**config.mk**
```make
export PLATFORM = sky130hd
export DESIGN_NAME = sync_dualrail_4bits_tx
export DESIGN_NICKNAME = d
export VERILOG_FILES = /design/src/rtl/sync_dualrail_4bits_tx_pkg.sv /design/src/rtl/sync_fifo_4bits.sv /design/src/rtl/sync_dualrail_4bits_tx.sv
export SDC_FILE = /design/constraint.sdc
export NUM_CORES = 1
export LEC_CHECK = 0
export CAP_MARGIN = 10
export CORE_AREA = 8 8 83 85
export DETAILED_ROUTE_END_ITERATION = 8
export DIE_AREA = 0 0 91 93
export DONT_BUFFER_PORTS = 1
export PLACE_DENSITY_LB_ADDON = 0.15
export SLEW_MARGIN = 20
export SYNTH_ARGS = -nofsm -noshare
export SYNTH_HDL_FRONTEND = slang
export SYNTH_SLANG_ARGS = --single-unit
```
**constraint.sdc**
```tcl
create_clock -name clk -period 4.7 [get_ports clk]
set_input_delay 0.705 -clock clk [delete_from_list [all_inputs] [get_ports clk]]
set_output_delay 0.705 -clock clk [all_outputs]
set_load 0.005 [all_outputs]
```
**src/rtl/sync_dualrail_4bits_tx_pkg.sv**
```systemverilog
// sync_dualrail_4bits_tx_pkg: dual-rail codes, transmitter FSM states and the 4-bit word encoder
package sync_dualrail_4bits_tx_pkg;
   localparam logic [1:0] DR_NULL = 2'b00;
   localparam logic [1:0] DR_ONE  = 2'b10;
   localparam logic [1:0] DR_ZERO = 2'b01;
   typedef enum logic [1:0] {ST_RESYNC, ST_IDLE, ST_SEND, ST_NULL} state_t;
   function automatic logic [7:0] dr_encode4(input logic [3:0] d);
      logic [7:0] e;
      e = {4{DR_NULL}};
      for (int i = 0; i < 4; i++) e[2*i +: 2] = d[i] ? DR_ONE : DR_ZERO;
      return e;
   endfunction
endpackage

```
**src/rtl/sync_fifo_4bits.sv**
```systemverilog
// sync_fifo_4bits: first-word-fall-through FIFO of 4-bit words; DEPTH must be a power of two
module sync_fifo_4bits #(
   parameter int DEPTH = 4
) (
   input  logic                         clk,
   input  logic                         rst,
   input  logic                         push,
   input  logic                         pop,
   input  logic [3:0]                   din,
   output logic [3:0]                   dout,
   output logic                         full,
   output logic                         empty,
   output logic [$clog2(DEPTH+1)-1:0]   count
);
   localparam int AW = $clog2(DEPTH);
   localparam int CW = $clog2(DEPTH + 1);
   logic [3:0] mem [DEPTH];
   logic [AW-1:0] rd_ptr, wr_ptr;
   logic do_push, do_pop;
   assign do_push = push && !full;
   assign do_pop = pop && !empty;
   assign full = count == CW'(DEPTH);
   assign empty = count == '0;
   assign dout = mem[rd_ptr];
   always_ff @(posedge clk) begin
      if (rst) begin
         rd_ptr <= '0;
         wr_ptr <= '0;
         count <= '0;
      end else begin
         if (do_push) begin
            mem[wr_ptr] <= din;
            wr_ptr <= wr_ptr + 1'b1;
         end
         if (do_pop) rd_ptr <= rd_ptr + 1'b1;
         count <= count + CW'(do_push) - CW'(do_pop);
      end
   end
endmodule

```
**src/rtl/sync_dualrail_4bits_tx.sv**
```systemverilog
// sync_dualrail_4bits_tx: queues single-rail words and sends them four-phase RTZ on an 8-wire dual-rail bus
module sync_dualrail_4bits_tx
   import sync_dualrail_4bits_tx_pkg::*;
#(
   parameter int FIFO_DEPTH     = 4,
   parameter int SYNC_STAGES    = 2,
   parameter int TIMEOUT_CYCLES = 1024
) (
   input  logic                              clk,
   input  logic                              rst,
   input  logic                              in_valid,
   output logic                              in_ready,
   input  logic [3:0]                        in_data,
   output logic [7:0]                        data_out,
   input  logic                              ack_in,
   output logic                              busy,
   output logic [$clog2(FIFO_DEPTH+1)-1:0]   count,
   output logic                              err_timeout
);
   localparam int TW = $clog2(TIMEOUT_CYCLES + 2);
   localparam logic [TW-1:0] TO_LAST = TW'(TIMEOUT_CYCLES - 1);
   logic [SYNC_STAGES-1:0] sync_q, fill;
   logic [TW-1:0] to_cnt;
   logic [3:0] head;
   logic ack_s, rdy_q, pop, full, empty, adv;
   state_t state;
   sync_fifo_4bits #(.DEPTH(FIFO_DEPTH)) u_fifo (
      .clk(clk), .rst(rst), .push(in_valid && in_ready), .pop(pop), .din(in_data),
      .dout(head), .full(full), .empty(empty), .count(count)
   );
   assign ack_s = sync_q[SYNC_STAGES-1];
   assign in_ready = rdy_q && !full;
   assign pop = state == ST_IDLE && !empty;
   assign busy = state != ST_IDLE || !empty;
   // RESYNC trusts ack_s only once the synchroniser has refilled with post-reset samples
   always_comb
      adv = state == ST_RESYNC ? fill[SYNC_STAGES-1] && !ack_s :
            state == ST_IDLE   ? !empty :
            state == ST_SEND   ? ack_s : !ack_s;
   always_ff @(posedge clk) begin
      if (rst) begin
         state <= ST_RESYNC;
         data_out <= {4{DR_NULL}};
         sync_q <= '0;
         fill <= '0;
         rdy_q <= 1'b0;
         to_cnt <= '0;
         err_timeout <= 1'b0;
      end else begin
         sync_q <= {sync_q[SYNC_STAGES-2:0], ack_in};
         fill <= {fill[SYNC_STAGES-2:0], 1'b1};
         rdy_q <= 1'b1;
         if (adv) to_cnt <= '0;
         else if (state != ST_IDLE && !err_timeout) begin
            to_cnt <= to_cnt + 1'b1;
            if (TIMEOUT_CYCLES != 0 && to_cnt == TO_LAST) err_timeout <= 1'b1;
         end
         if (adv)
            case (state)
               ST_RESYNC: state <= ST_IDLE;
               ST_IDLE: begin
                  data_out <= dr_encode4(head);
                  state <= ST_SEND;
               end
               ST_SEND: begin
                  data_out <= {4{DR_NULL}};
                  state <= ST_NULL;
               end
               default: state <= ST_IDLE;
            endcase
      end
   end
endmodule
```
* After elaboration in Yosys (flattened, before gate mapping)
Memory sizes are Yosys's and may differ from the RTL's. A register that Yosys moved wholly into a read port is not among the register bits. Index checks and enable logic that the tools add are counted.
Operators by class: muxes and demuxes 16, reduce and logical (&&, ||, !) cells 18, bitwise operators 1, equality and inequality tests 5, $add $sub $neg 5
Operators with widths (number):
- $pmux 8 s2 | 1
- $mux 2 | 6
- $add 11x1->11 const B | 1
- $eq 11x10->1 const B | 1
- $mux 1 | 8
- $logic_and 1x1->1 | 7
- $add 2x1->2 const B | 2
- $logic_not 1->1 | 4
- $pmux 2 s2 | 1
- $add 3x1->3 | 1
- $eq 3x3->1 const B | 1
- $logic_not 3->1 | 1
- $reduce_and 3->1 | 1
- $sub 3x1->3 | 1
- $eq 2x1->1 const B | 1
- $eq 2x2->1 const B | 1
- $logic_not 2->1 | 1
- $ne 2x1->1 const B | 1
- $reduce_and 2->1 | 1
- $reduce_bool 2->1 | 1
- $reduce_or 2->1 | 1
- $logic_or 1x1->1 | 1
- $not 1->1 | 1
Storage, ports and cells: register bits 34, RAM bits 16, output and inout bits 14, logic and storage cells 57, memories kept 1, bits of input ports 8
Memories:
- u_fifo.mem | depth 4, bits a word 4, read ports 1, clocked after Yosys merged registers in 1, wr ports 1, line sync_fifo_4bits.sv:17 | logic [3:0] mem [DEPTH];

* Depth between registers and ports, before layout
depth after elaboration 8, gate-level depth with buffers 9, gate-level depth less buffers 9

* Cells and area by module
Synthesis repeated with hierarchy kept, for this count alone.
Second synthesis, totals: cells, all modules 195, area, all modules 2185.8 µm²
Modules (own cells, without submodules):
- sync_dualrail_4bits_tx | cells an instance 124, instances 1, area an instance 1128.6 µm², sequential area each 520.5 µm²
- sync_fifo_4bits | cells an instance 71, instances 1, area an instance 1057.3 µm², sequential area each 660.6 µm²

* Worst setup path after synthesis
OpenSTA, ideal clock, no wires.
path kind input port to flip-flop, start point input port in_valid, end point register u_fifo.count[1], data required time 4.572 ns, arrival 1.823 ns, buffers on the path 0, setup slack 2.749 ns, cell stages on the path 5, setup time 0.128 ns, cells stage by stage nand2_1 a21oi_1 ha_1 fa_1 nor2b_1
Between the ends: longest elaborated chain between the ends 4
RTL lines:
- from (decl) | line sync_dualrail_4bits_tx.sv:11 | input logic in_valid,
- $logic_and 1x1->1 | line sync_dualrail_4bits_tx.sv:28 | .clk(clk), .rst(rst), .push(in_valid && in_ready), .pop(pop), .din(in_data),
- $logic_and 1x1->1 | line sync_fifo_4bits.sv:20 | assign do_push = push && !full;
- $add 3x1->3 | line sync_fifo_4bits.sv:36 | count <= count + CW'(do_push) - CW'(do_pop);
- $sub 3x1->3 | line sync_fifo_4bits.sv:36
- to (signal assigned) | line sync_fifo_4bits.sv:36
- to (decl) | line sync_fifo_4bits.sv:13 | output logic [$clog2(DEPTH+1)-1:0] count
No other way between the ends. A chain may end at the register's enable or synchronous reset.

* Worst setup path in the final report
start point register state[1], end point register u_fifo.count[1]
Between the ends: longest elaborated chain between the ends 4
RTL lines:
- from (decl) | line sync_dualrail_4bits_tx.sv:26 | state_t state;
- from (signal assigned) | line sync_dualrail_4bits_tx.sv:42 | state <= ST_RESYNC;
- from (signal assigned) | line sync_dualrail_4bits_tx.sv:60 | ST_RESYNC: state <= ST_IDLE;
- from (signal assigned) | line sync_dualrail_4bits_tx.sv:63 | state <= ST_SEND;
- $eq 2x1->1 | line sync_dualrail_4bits_tx.sv:33 | assign pop = state == ST_IDLE && !empty;
- $logic_and 1x1->1 | line sync_dualrail_4bits_tx.sv:33
- $logic_and 1x1->1 | line sync_fifo_4bits.sv:21 | assign do_pop = pop && !empty;
- via u_fifo.do_pop | line sync_fifo_4bits.sv:19 | logic do_push, do_pop;
- $sub 3x1->3 | line sync_fifo_4bits.sv:36
The timed path passes the listed nets, and every way through them passes these cells.

==> out/metrics.yaml <==
sta:
  final_max_slew_viol_count: 0
  layout_setup_ws_ns: 2.572
  worst_slew_margin_rel_pct: 49.21
  fin_crit_ns: 2.128
  tightest_slew_ns: 0.7568
  setup_viol: 0
  setup_tns_ns: 0
  finClkSkew_ns: 0.005912
  period_share_pct: 45.27
  hold_violations: 0
  rsz0062_at_grt: "false"
  fmax_mhz: 470.0
  holdWs_ns: 0.4606
global_route:
  grt_pass1_wl_microns: 6762
  grt_busiest_layer: "met2"
  grtUsageTotal_pct: 9.990
  met1_usage_pct: 10.87
  grtUsageMet2_pct: 17.90
  grt_pass1_vias: 1431
  met3_usage_pct: 2.885
  grt_antenna_before_repair: 0
  grt_overflow: 0
  grt_max_degree: 20
floorplanning:
  die_h_microns: 93
  std_cell_rows: 28
  die_width_microns: 91
  dieArea_sq_mm: 0.008463
  coreArea_sq_mm: 0.005675
  start_util_pct: 38.12
  io_pins: 22
final_layout:
  regArea_sq_mm: 0.001181
  n_fill_cell: 566
  n_antenna_cell: 0
  layout.cells.non_filler: 266
  drive_gt1_share_pct: 9.948
  areaGrowthSynthToFinish_pct: 7.403
  num-nets-final: 210
  multi_input_area_sq_um: 913.4
cts:
  post-cts-setup-buffer-count: 0
  cts-root-buf: "clkbuf_8"
  cts_made_buffers: 5
  path_clk_slew_ns: 0.10
  cts.sinks: 51
  cts.repair.resized: 0
  cts.path.max_buffers: 2
  cts_hold_buf: 0
  worstSkewPairLatency_ns: 0.31
  cts_max_level: 2
  cts_tree: "done"
synthesis:
  synth.distinct_cells: 35
  ys_seq_area_share_pct: 54.60
  synthesis.area_sq_mm: 0.002163
  synth_seq_cells: 51
  synthCells: 189
  synth_top_cell_by_area: "dfxtp_1"
  synth_top_area_share_pct: 32.39
  synthesis.nets: 209
  yosys_warnings: 0
  avgSynthCellArea_sq_um: 11.45
  yosys-top-cells-area: "dfxtp_1 (32%), edfxtp_1 (22%), ha_1 (6.4%)"
status:
  outcome: "completed"
drt:
  wirelength_microns: 3958
  wire_per_inst_microns: 14.88
  first_pass_iters: 4
  vias: 1362
  drcViolationCount: 0
  vias_per_cell: 5.120
  drtIter0Drc: 64
  drt.antenna.violating_nets: 0
power:
  ir_worst_vdd_mv: 0.1704
  p_leak_nw: 0.8414
  power_density_mw_per_mm2: 488.6
  fin_total_pwr_mw: 1.135
place:
  dpl.hpwl_microns: 3034
  port_buffers: 0
  post-place-ws_ns: 2.567
  dpl.cell_count: 258
  gp_congestion: 0.7209
worst_setup_path:
  worst-path-max-fanout: 7
  worstSetupPathType: "reg2reg"
  end_kind: "flop"
  cp-start-kind: "flop"
  cp.arrival_ns: 2.34
  crit_required_ns: 4.91
flow_run:
  max_cap_viol_count: 0
hold_path:
  hp-class: "in2reg"
==> worst max-delay path, cell delays in order (launching register included) <==
cell	delay [ns]
dfxtp_1	0.33
inv_1	0.12
ha_1	0.30
o31a_2	0.28
ha_1	0.25
inv_1	0.05
ha_1	0.15
fa_1	0.41
nor2b_1	0.14
==> registers in the layout, summed over array words and instances, names as in the netlist, named ones only <==
register and count:
to_cnt 11, u_fifo.count 3, state 2, u_fifo.wr_ptr 2, u_fifo.rd_ptr 2, data_out 8, err_timeout 1, u_fifo.mem 16
fill 2, sync_q 2
==> cells in the mapped netlist <==
cell and count:
nor2b_2 1, a21oi_1 7, o32ai_1 1, clkbuf_1 4, mux2i_1 1, o21ai_0 7
a31o_2 1, edfxtp_1 16, or4_1 4, and3_1 6, nand2b_1 2, o21ai_2 1
mux4_2 4, inv_1 10, o211ai_1 4, and4bb_2 2, nand2_1 12, nand3b_1 1
nor2b_1 5, nand4_1 9, ha_1 11, a31oi_4 1, o31ai_1 1, or3b_1 1
or3_1 1, o31a_2 1, xnor2_1 5, buf_6 1, buf_2 1, a21boi_0 1
o21a_1 1, dfxtp_1 35, xor2_1 10, fa_1 1, nor2_1 20
==> metrics by stage <==
| step | utilization (%) | cell area (sq um) |
|---|---|---|
| floorplan | - | 2163 |
| global placement | 39.22 | 2226 |
| detailed placement | 39.22 | 2226 |
| CTS | 40.94 | 2323 |
| global route | 40.94 | 2323 |
| finish | 40.94 | 2323 |
==> where the power goes <==
group	internal (mW)	leakage [nW]	switching, mW
Combinational	0.131	0.362	0.174
Sequential	0.509	0.429	0.0555
Clock	0.111	0.0502	0.155
Total	0.751	0.841	0.384
==> kinds of logic after synthesis <==
family                     after synthesis  share of synthesized area, %
DFF                                     51                         54.60
muxes                                    5                         4.627
and+or+nand+nor                         64                         15.91
buffers and inverters                   16                         3.181
AOI/OAI and AO/OA                       26                         8.329
adders and majority gates               12                         7.287
xor gates and xnor gates                15                         6.073
==> area by class of cell <==
class	instances	area share (%)
clock buffers	5	2.962
clock inverters	3	1.239
inverters	10	1.616
multi-input cells	122	39.31
flip-flops and latches	51	50.83
well taps	75	4.039
==> worst paths after layout <==
path                   from               to  slack, ns  cells past startpoint
setup / recovery   state[1]  u_fifo.count[1]       2.57                      8
hold / removal          rst        sync_q[1]       0.46                      1
setup reg to reg   state[1]  u_fifo.count[1]       2.57                      8
hold reg to reg   sync_q[0]        sync_q[1]       0.46                      1
==> cell usage in the layout, fill, tap and decap left out, types with 2 or more instances in the layout <==
| master | instances |
|---|---|
| and3_1 | 6 |
| nand2b_1 | 2 |
| o21ai_0 | 6 |
| nor2_1 | 20 |
| a21oi_1 | 7 |
| clkinv_4 | 2 |
| and4bb_2 | 2 |
| mux4_2 | 4 |
| edfxtp_1 | 16 |
| xnor2_1 | 5 |
| inv_1 | 10 |
| clkbuf_8 | 5 |
| nand4_1 | 9 |
| dfxtp_1 | 35 |
| nand2_1 | 12 |
| ha_1 | 11 |
| xor2_1 | 10 |
| o211ai_1 | 4 |
| or4_1 | 4 |
| nor2b_1 | 5 |
==> metal layers <==
| metal | vias to the layer above | part of all wire, % |
|---|---|---|
| met5 | - | 0 |
| met4 | 0 | 1.4 |
| li1 | 670 | - |
| met3 | 7 | 4.5 |
| met1 | 659 | 43 |
| met2 | 26 | 51 |
Power figures use the tool's default switching activity.
